`src/rtl/seq_multiplier.sv`:
```
// seq_multiplier: radix-2 shift-add multiplier, signed (MULT) or unsigned (MULTU).
//   clk       - rising-edge clock
//   rst_n     - synchronous active-low reset
//   start     - request a multiply, accepted only while idle
//   is_signed - 1 = two's-complement operands, sampled with start
//   A, B      - multiplicand / multiplier, sampled with start
//   product   - registered 2*WIDTH result {HI, LO}, held until the next result
//   busy      - operation in progress
//   done      - one-cycle pulse when product is updated
module seq_multiplier #(
   parameter int WIDTH = 32
) (
   input  logic               clk,
   input  logic               rst_n,
   input  logic               start,
   input  logic               is_signed,
   input  logic [WIDTH-1:0]   A,
   input  logic [WIDTH-1:0]   B,
   output logic [2*WIDTH-1:0] product,
   output logic               busy,
   output logic               done
);
   localparam int CW = $clog2(WIDTH);
   typedef enum logic [1:0] {S_IDLE, S_RUN, S_FIN} state_t;
   state_t               r_state, w_next;
   logic [CW-1:0]        r_cnt;
   logic [WIDTH-1:0]     r_mcand;
   logic [2*WIDTH-1:0]   r_acc;
   logic [2*WIDTH-1:0]   r_prod;
   logic                 r_neg;
   logic                 r_done;
   logic                 w_a_neg, w_b_neg, w_accept;
   logic [WIDTH-1:0]     w_a_mag, w_b_mag;
   logic [WIDTH:0]       w_sum;
   assign w_a_neg  = is_signed & A[WIDTH-1];
   assign w_b_neg  = is_signed & B[WIDTH-1];
   // the most-negative value negates to itself, which read unsigned is exactly 2^(WIDTH-1)
   assign w_a_mag  = w_a_neg ? -A : A;
   assign w_b_mag  = w_b_neg ? -B : B;
   assign w_accept = (r_state == S_IDLE) & start;
   // upper half plus multiplicand keeps its carry in bit WIDTH, which shifts back into the top
   assign w_sum    = {1'b0, r_acc[2*WIDTH-1:WIDTH]} + {1'b0, (r_acc[0] ? r_mcand : '0)};
   always_comb begin
      w_next = r_state;
      if (r_state == S_IDLE)
         w_next = start ? S_RUN : S_IDLE;
      else if (r_state == S_RUN)
         w_next = (r_cnt == CW'(WIDTH-1)) ? S_FIN : S_RUN;
      else
         w_next = S_IDLE;
   end
   always_ff @(posedge clk) begin
      if (!rst_n)
         r_state <= S_IDLE;
      else
         r_state <= w_next;
   end
   always_ff @(posedge clk) begin
      if (!rst_n) begin
         r_cnt   <= '0;
         r_mcand <= '0;
         r_acc   <= '0;
         r_prod  <= '0;
         r_neg   <= 1'b0;
         r_done  <= 1'b0;
      end else begin
         r_done <= (r_state == S_FIN);
         if (w_accept) begin
            r_mcand <= w_a_mag;
            r_acc   <= {{WIDTH{1'b0}}, w_b_mag};
            r_cnt   <= '0;
            r_neg   <= w_a_neg ^ w_b_neg;
         end
         if (r_state == S_RUN) begin
            r_acc <= {w_sum, r_acc[WIDTH-1:1]};
            r_cnt <= r_cnt + CW'(1);
         end
         if (r_state == S_FIN)
            r_prod <= r_neg ? -r_acc : r_acc;
      end
   end
   assign product = r_prod;
   assign busy    = (r_state != S_IDLE);
   assign done    = r_done;
endmodule

```
`config.mk`:
```
export PLATFORM = sky130hd
export DESIGN_NAME = seq_multiplier
export DESIGN_NICKNAME = d
export VERILOG_FILES = /design/src/rtl/seq_multiplier.sv
export SDC_FILE = /design/constraint.sdc
export NUM_CORES = 1
export LEC_CHECK = 0
export CORE_MARGIN = 5
export CORE_UTILIZATION = 51
export CTS_CLUSTER_DIAMETER = 100
export CTS_CLUSTER_SIZE = 40
export DETAILED_ROUTE_END_ITERATION = 16
export MAX_ROUTING_LAYER = met4
export PLACE_DENSITY = 0.79
export SYNTH_ARGS = -nofsm -noshare
export SYNTH_HDL_FRONTEND = slang
export SYNTH_SLANG_ARGS = --single-unit
```
`constraint.sdc`:
```
create_clock -name clk -period 3 [get_ports clk]
set_input_delay 0.45 -clock clk [delete_from_list [all_inputs] [get_ports clk]]
set_output_delay 0.45 -clock clk [all_outputs]
set_load 0.01 [all_outputs]
```
==> results <==
- Data on the critical path is required at its endpoint by 3.31 ns.
- Data on the critical path arrives at its endpoint at 3.09 ns.
- The flow ran to the end, and the final reports show no timing, DRC or antenna violations.
- STA classifies the critical path startpoint as a register.
- The number of input and output port buffers inserted is 133.
- The synthesized design contains 0 enable-type register cells.
- The floorplan step set the die width to 152.6 um.
- At the end of the flow, the number of nets in the layout was 1512.
- Setup repair after global routing left no endpoint under its margin.
- Clock-pin slew was measured on the worst setup and hold paths at 0.06 ns.
- The synthesized design contains 169 register bits.
- The final weighted congestion in routability-driven placement is 0.9909.
- Dividing the detail-routed wire length by the instance count gives 17.55 um.
- In this run the power density over the cells is 429.2 nW/um2.
- The root buffer selected by CTS is clkbuf_16.
- The clock drives 169 sinks.
- Ranked by total cell area, the synthesized netlist is headed by dfxtp_1 (33%), xor2_1 (8.3%), nor2_1 (4.7%).
- The min-delay analysis places its worst path in the category register to register.
- At the placement stage, the worst setup path has a slack of 0.09188 ns.
- The first global-routing pass estimated 47500 um of wire.
- The endpoint identified for the worst register-to-register timing path is r_acc[56]$_SDFFE_PN0P_.
- Hold timing on the final database bottoms out at a slack of 0.4454 ns.
- The standby leakage power is 0.004618 uW.
- The buffer depth of the longest clock path is 2.
- The proportion of synthesized chip area in sequential cells is 32.61%.
- The predominant post-synthesis flop cell is dfxtp_1.
- The count of H-tree levels built during CTS is 4.
- For this run, the detailed router's first-pass iteration total came to 8.
- The number of cells on the worst reg-to-reg path is 11.
- The post-DP HPWL is 22450 um.
- The reg2reg setup slack is 0.22 ns.
- Summing all non-filler instances in the final layout gives an area of 12680 um2.
- Setup violations remaining at the end of the flow were counted as 0.
- The initial DRC count is 887.
- The hold violation total from the final report is 0.
- The area of placed instances is 12100 um2.
- Between clock sinks in the finished design, the worst skew comes to 0.01146 ns.
- The share of async-settable or async-resettable flops after synthesis is 0%.
- Measured against its own limit, the worst slew margin works out to 47.72%.
- Averaged over all synthesized cells, the footprint is 8.031 um2.
- For the final routed database, the setup TNS stands at 0 ns.
- The post-route netlist has 7.541% of its cells at a drive strength greater than 1.
- The top-level port count is 134.
- The count of non-filler cells in the finished layout is 1689.
- Registers take 3385 um2.
- The number of global-route vias before repair came to 8983.
- In the routed layout, each cell is associated on average with a via count of 5.939.
- The maximum ir drop on the vdd rail is 0.3110 mV.
- The fill cell instance count of the final layout is 1778.
- The number of max-slew violations in the final report is 0.
- Once the floorplan was initialized, standard cells occupied 51.61% of the core.
- Summed over all layers, the global routing overflow is 0.
- The kind of capture point of the worst setup path is a register.
- The transition at the pin with the smallest max-transition slack is 0.7842 ns.
- Clock latency on the worst-skew pair, taken at its later pin, is 0.43 ns.
- The biggest area consumer among synthesized cells is dfxtp_1.
- Synthesis handed over a netlist of 1292 instances.
- For this block, the routed nets add up to 29650 um of wire.
- Summing all multi-input logic gate instances after layout gives 6619 um2.
- The die area is 23300 um2.
- The worst path uses 92.59% of the clock period.
- The number of antenna violations at the first check in global routing is 0.
- The core area is 20100 um2.
- The residual DRC count is 0.
- The maximum number of pins on one net before global-route repair is 77.
- The depth of the worst hold-timing path is 2.
- The final critical delay including setup and external delays is 2.778 ns.
- The final worst-path setup slack is 0.2224 ns.
- Once the clock tree was built, the setup fixing pass inserted 0 buffers.
- The mapped cell area is 10380 um2.
- The maximum fanout encountered on the critical timing path is 30.
- Max-cap violations in this run came to 0.
- The cts-stage hold buffer count is 0.
- In this run the vertical extent of the chip is 152.6 um.
- For this run, the total global-route usage over all layers was measured as 25.16%.
- The area share of the largest cell type after synthesis is 32.61%.
- The highest clock rate is 360.0 MHz.
- The relative area change from synthesis to final layout is 22.18%.
- The synthesized net count is 1398.
- The critical path is of the register to register type.
- In this run, distinct cell masters in the synthesized netlist total 71.
- The synthesis warning total is 0.
- The startpoint identified for the worst register-to-register timing path is r_acc[0]$_SDFFE_PN0P_.
- The launching instance or port of the critical path is r_acc[0]$_SDFFE_PN0P_.
- The post-placement cell count is 1657.
- The number of cell rows is 52.
- The final route contains 10030 vias.
- The number of antenna repair diodes is 0.
- TritonCTS built the clock tree.
- The number of nets with antenna violations after detailed routing is 0.
- The number of clock buffers inserted by TritonCTS is 17.
- The last element of the critical path is r_acc[56]$_SDFFE_PN0P_.
## worst max-delay path, stage by stage (launching register included)
cell and delay, ns:
dfxtp_1 0.37, buf_4 0.25, and2_1 0.18, ha_1 0.24, a21oi_1 0.26, a21boi_0 0.20
and2_1 0.21, o311ai_0 0.33, buf_4 0.18, a31oi_1 0.14, xnor2_1 0.21, o21ai_0 0.09
## power breakdown
part	total, uW	switching, uW	internal (uW)
clock	2120	951	1170
combinational	899	526	372
sequential	2420	96.1	2320
total	5440	1570	3870
## cells in the mapped netlist, types with 10 or more instances
master      n
and2_1     39
a211oi_1   41
xor2_1     98
a222oi_1   23
o21ai_0    83
or3_1      20
nand3_1    21
o41ai_1    14
nor2_1    131
o21ai_1    38
dfxtp_1   169
nor2b_1    10
xnor2_1    36
nor3_1     17
nand4_1    23
a21oi_1    84
clkbuf_1   76
ha_1       37
o21a_1     13
a22oi_1    17
o31ai_1    27
nand2_1   103
inv_1      24
## layout make-up
class	instances	share of cell area, %
multi-input combinational	1017	52.21
sequential	169	26.70
timing repair buffer	176	13.25
clock buffer	19	3.494
tap	270	2.665
clock inverter	13	0.9475
inverter	25	0.7402
## worst min path at each step
stage	slack, ns	from	to
floorplan	0.43	r_mcand[0]$_SDFFE_PN0P_	r_mcand[0]$_SDFFE_PN0P_
global placement	0.44	product[60]$_SDFFE_PN0P_	product[60]$_SDFFE_PN0P_
detailed placement	0.44	product[59]$_SDFFE_PN0P_	product[59]$_SDFFE_PN0P_
CTS	0.45	product[59]$_SDFFE_PN0P_	product[59]$_SDFFE_PN0P_
global route	0.46	product[59]$_SDFFE_PN0P_	product[59]$_SDFFE_PN0P_
finish	0.45	product[59]$_SDFFE_PN0P_	product[59]$_SDFFE_PN0P_
## per-stage QoR
| step | power, uW | utilization, % |
|---|---|---|
| 2_1_floorplan | 3009 | - |
| 3_3_place_gp | 3329 | 60.19 |
| 3_5_place_dp | 3348 | 60.19 |
| 4_1_cts | 5454 | 62.99 |
| 5_1_grt | 5669 | 63.06 |
| 6_report | 5441 | 63.06 |
## layer usage
metal | track usage (%) | routed length, um | vias to the layer above | part of all wire (%)
li1 | - | - | 4979 | -
met1 | 38.17 | 14020 | 4593 | 47
met2 | 35.09 | 12470 | 433 | 42
met3 | 4.033 | 2840 | 26 | 9.6
met4 | 5.388 | 312 | 0 | 1.1
met5 | - | 0 | - | 0
## cells by family (layout without fill, tap and decap cells)
logic type | count (synthesis) | count (layout) | share of synthesized area (%)
xor gates and xnor gates | 134 | 134 | 11.31
buffers and inverters | 106 | 233 | 3.835
adders and majority gates | 38 | 38 | 4.654
and+or+nand+nor | 424 | 424 | 20.46
muxes | 4 | 4 | 0.3859
AOI/OAI and AO/OA | 417 | 417 | 26.75
DFF | 169 | 169 | 32.61
## flip-flops by register name, summed over array words and instances (netlist names)
signal and cells:
r_mcand 32, r_state 2, r_neg 1, product 64, r_acc 64, done 1
r_cnt 5
## cell usage in the layout (no fill, tap or decap), drive strengths merged, types with 8 or more instances in the layout
master | synthesis | routed
nor2b | 10 | 10
buf | 5 | 43
clkbuf | 76 | 19
o21ai | 121 | 121
xnor2 | 36 | 36
o22ai | 9 | 9
xor2 | 98 | 98
nand4 | 24 | 24
a21oi | 84 | 84
nor4 | 12 | 12
or4 | 11 | 11
o41ai | 18 | 18
o21a | 13 | 13
nor3 | 19 | 19
o31ai | 32 | 32
nor2 | 131 | 131
a22oi | 17 | 17
nand3 | 22 | 22
a211oi | 41 | 41
inv | 25 | 28
or3 | 21 | 21
dfxtp | 169 | 169
nand2 | 103 | 103
or2 | 8 | 8
a31oi | 9 | 9
a21o | 9 | 9
clkdlybuf4s50 | 0 | 133
and2 | 39 | 39
a222oi | 23 | 23
ha | 37 | 37
## repair_timing
action                                  in CTS  in global routing
endpoints found under the hold margin        0                  0
endpoints found under the setup margin       0                  3
gates resized for setup                      0                  3
Note: power is estimated with default switching activity, not from simulation.
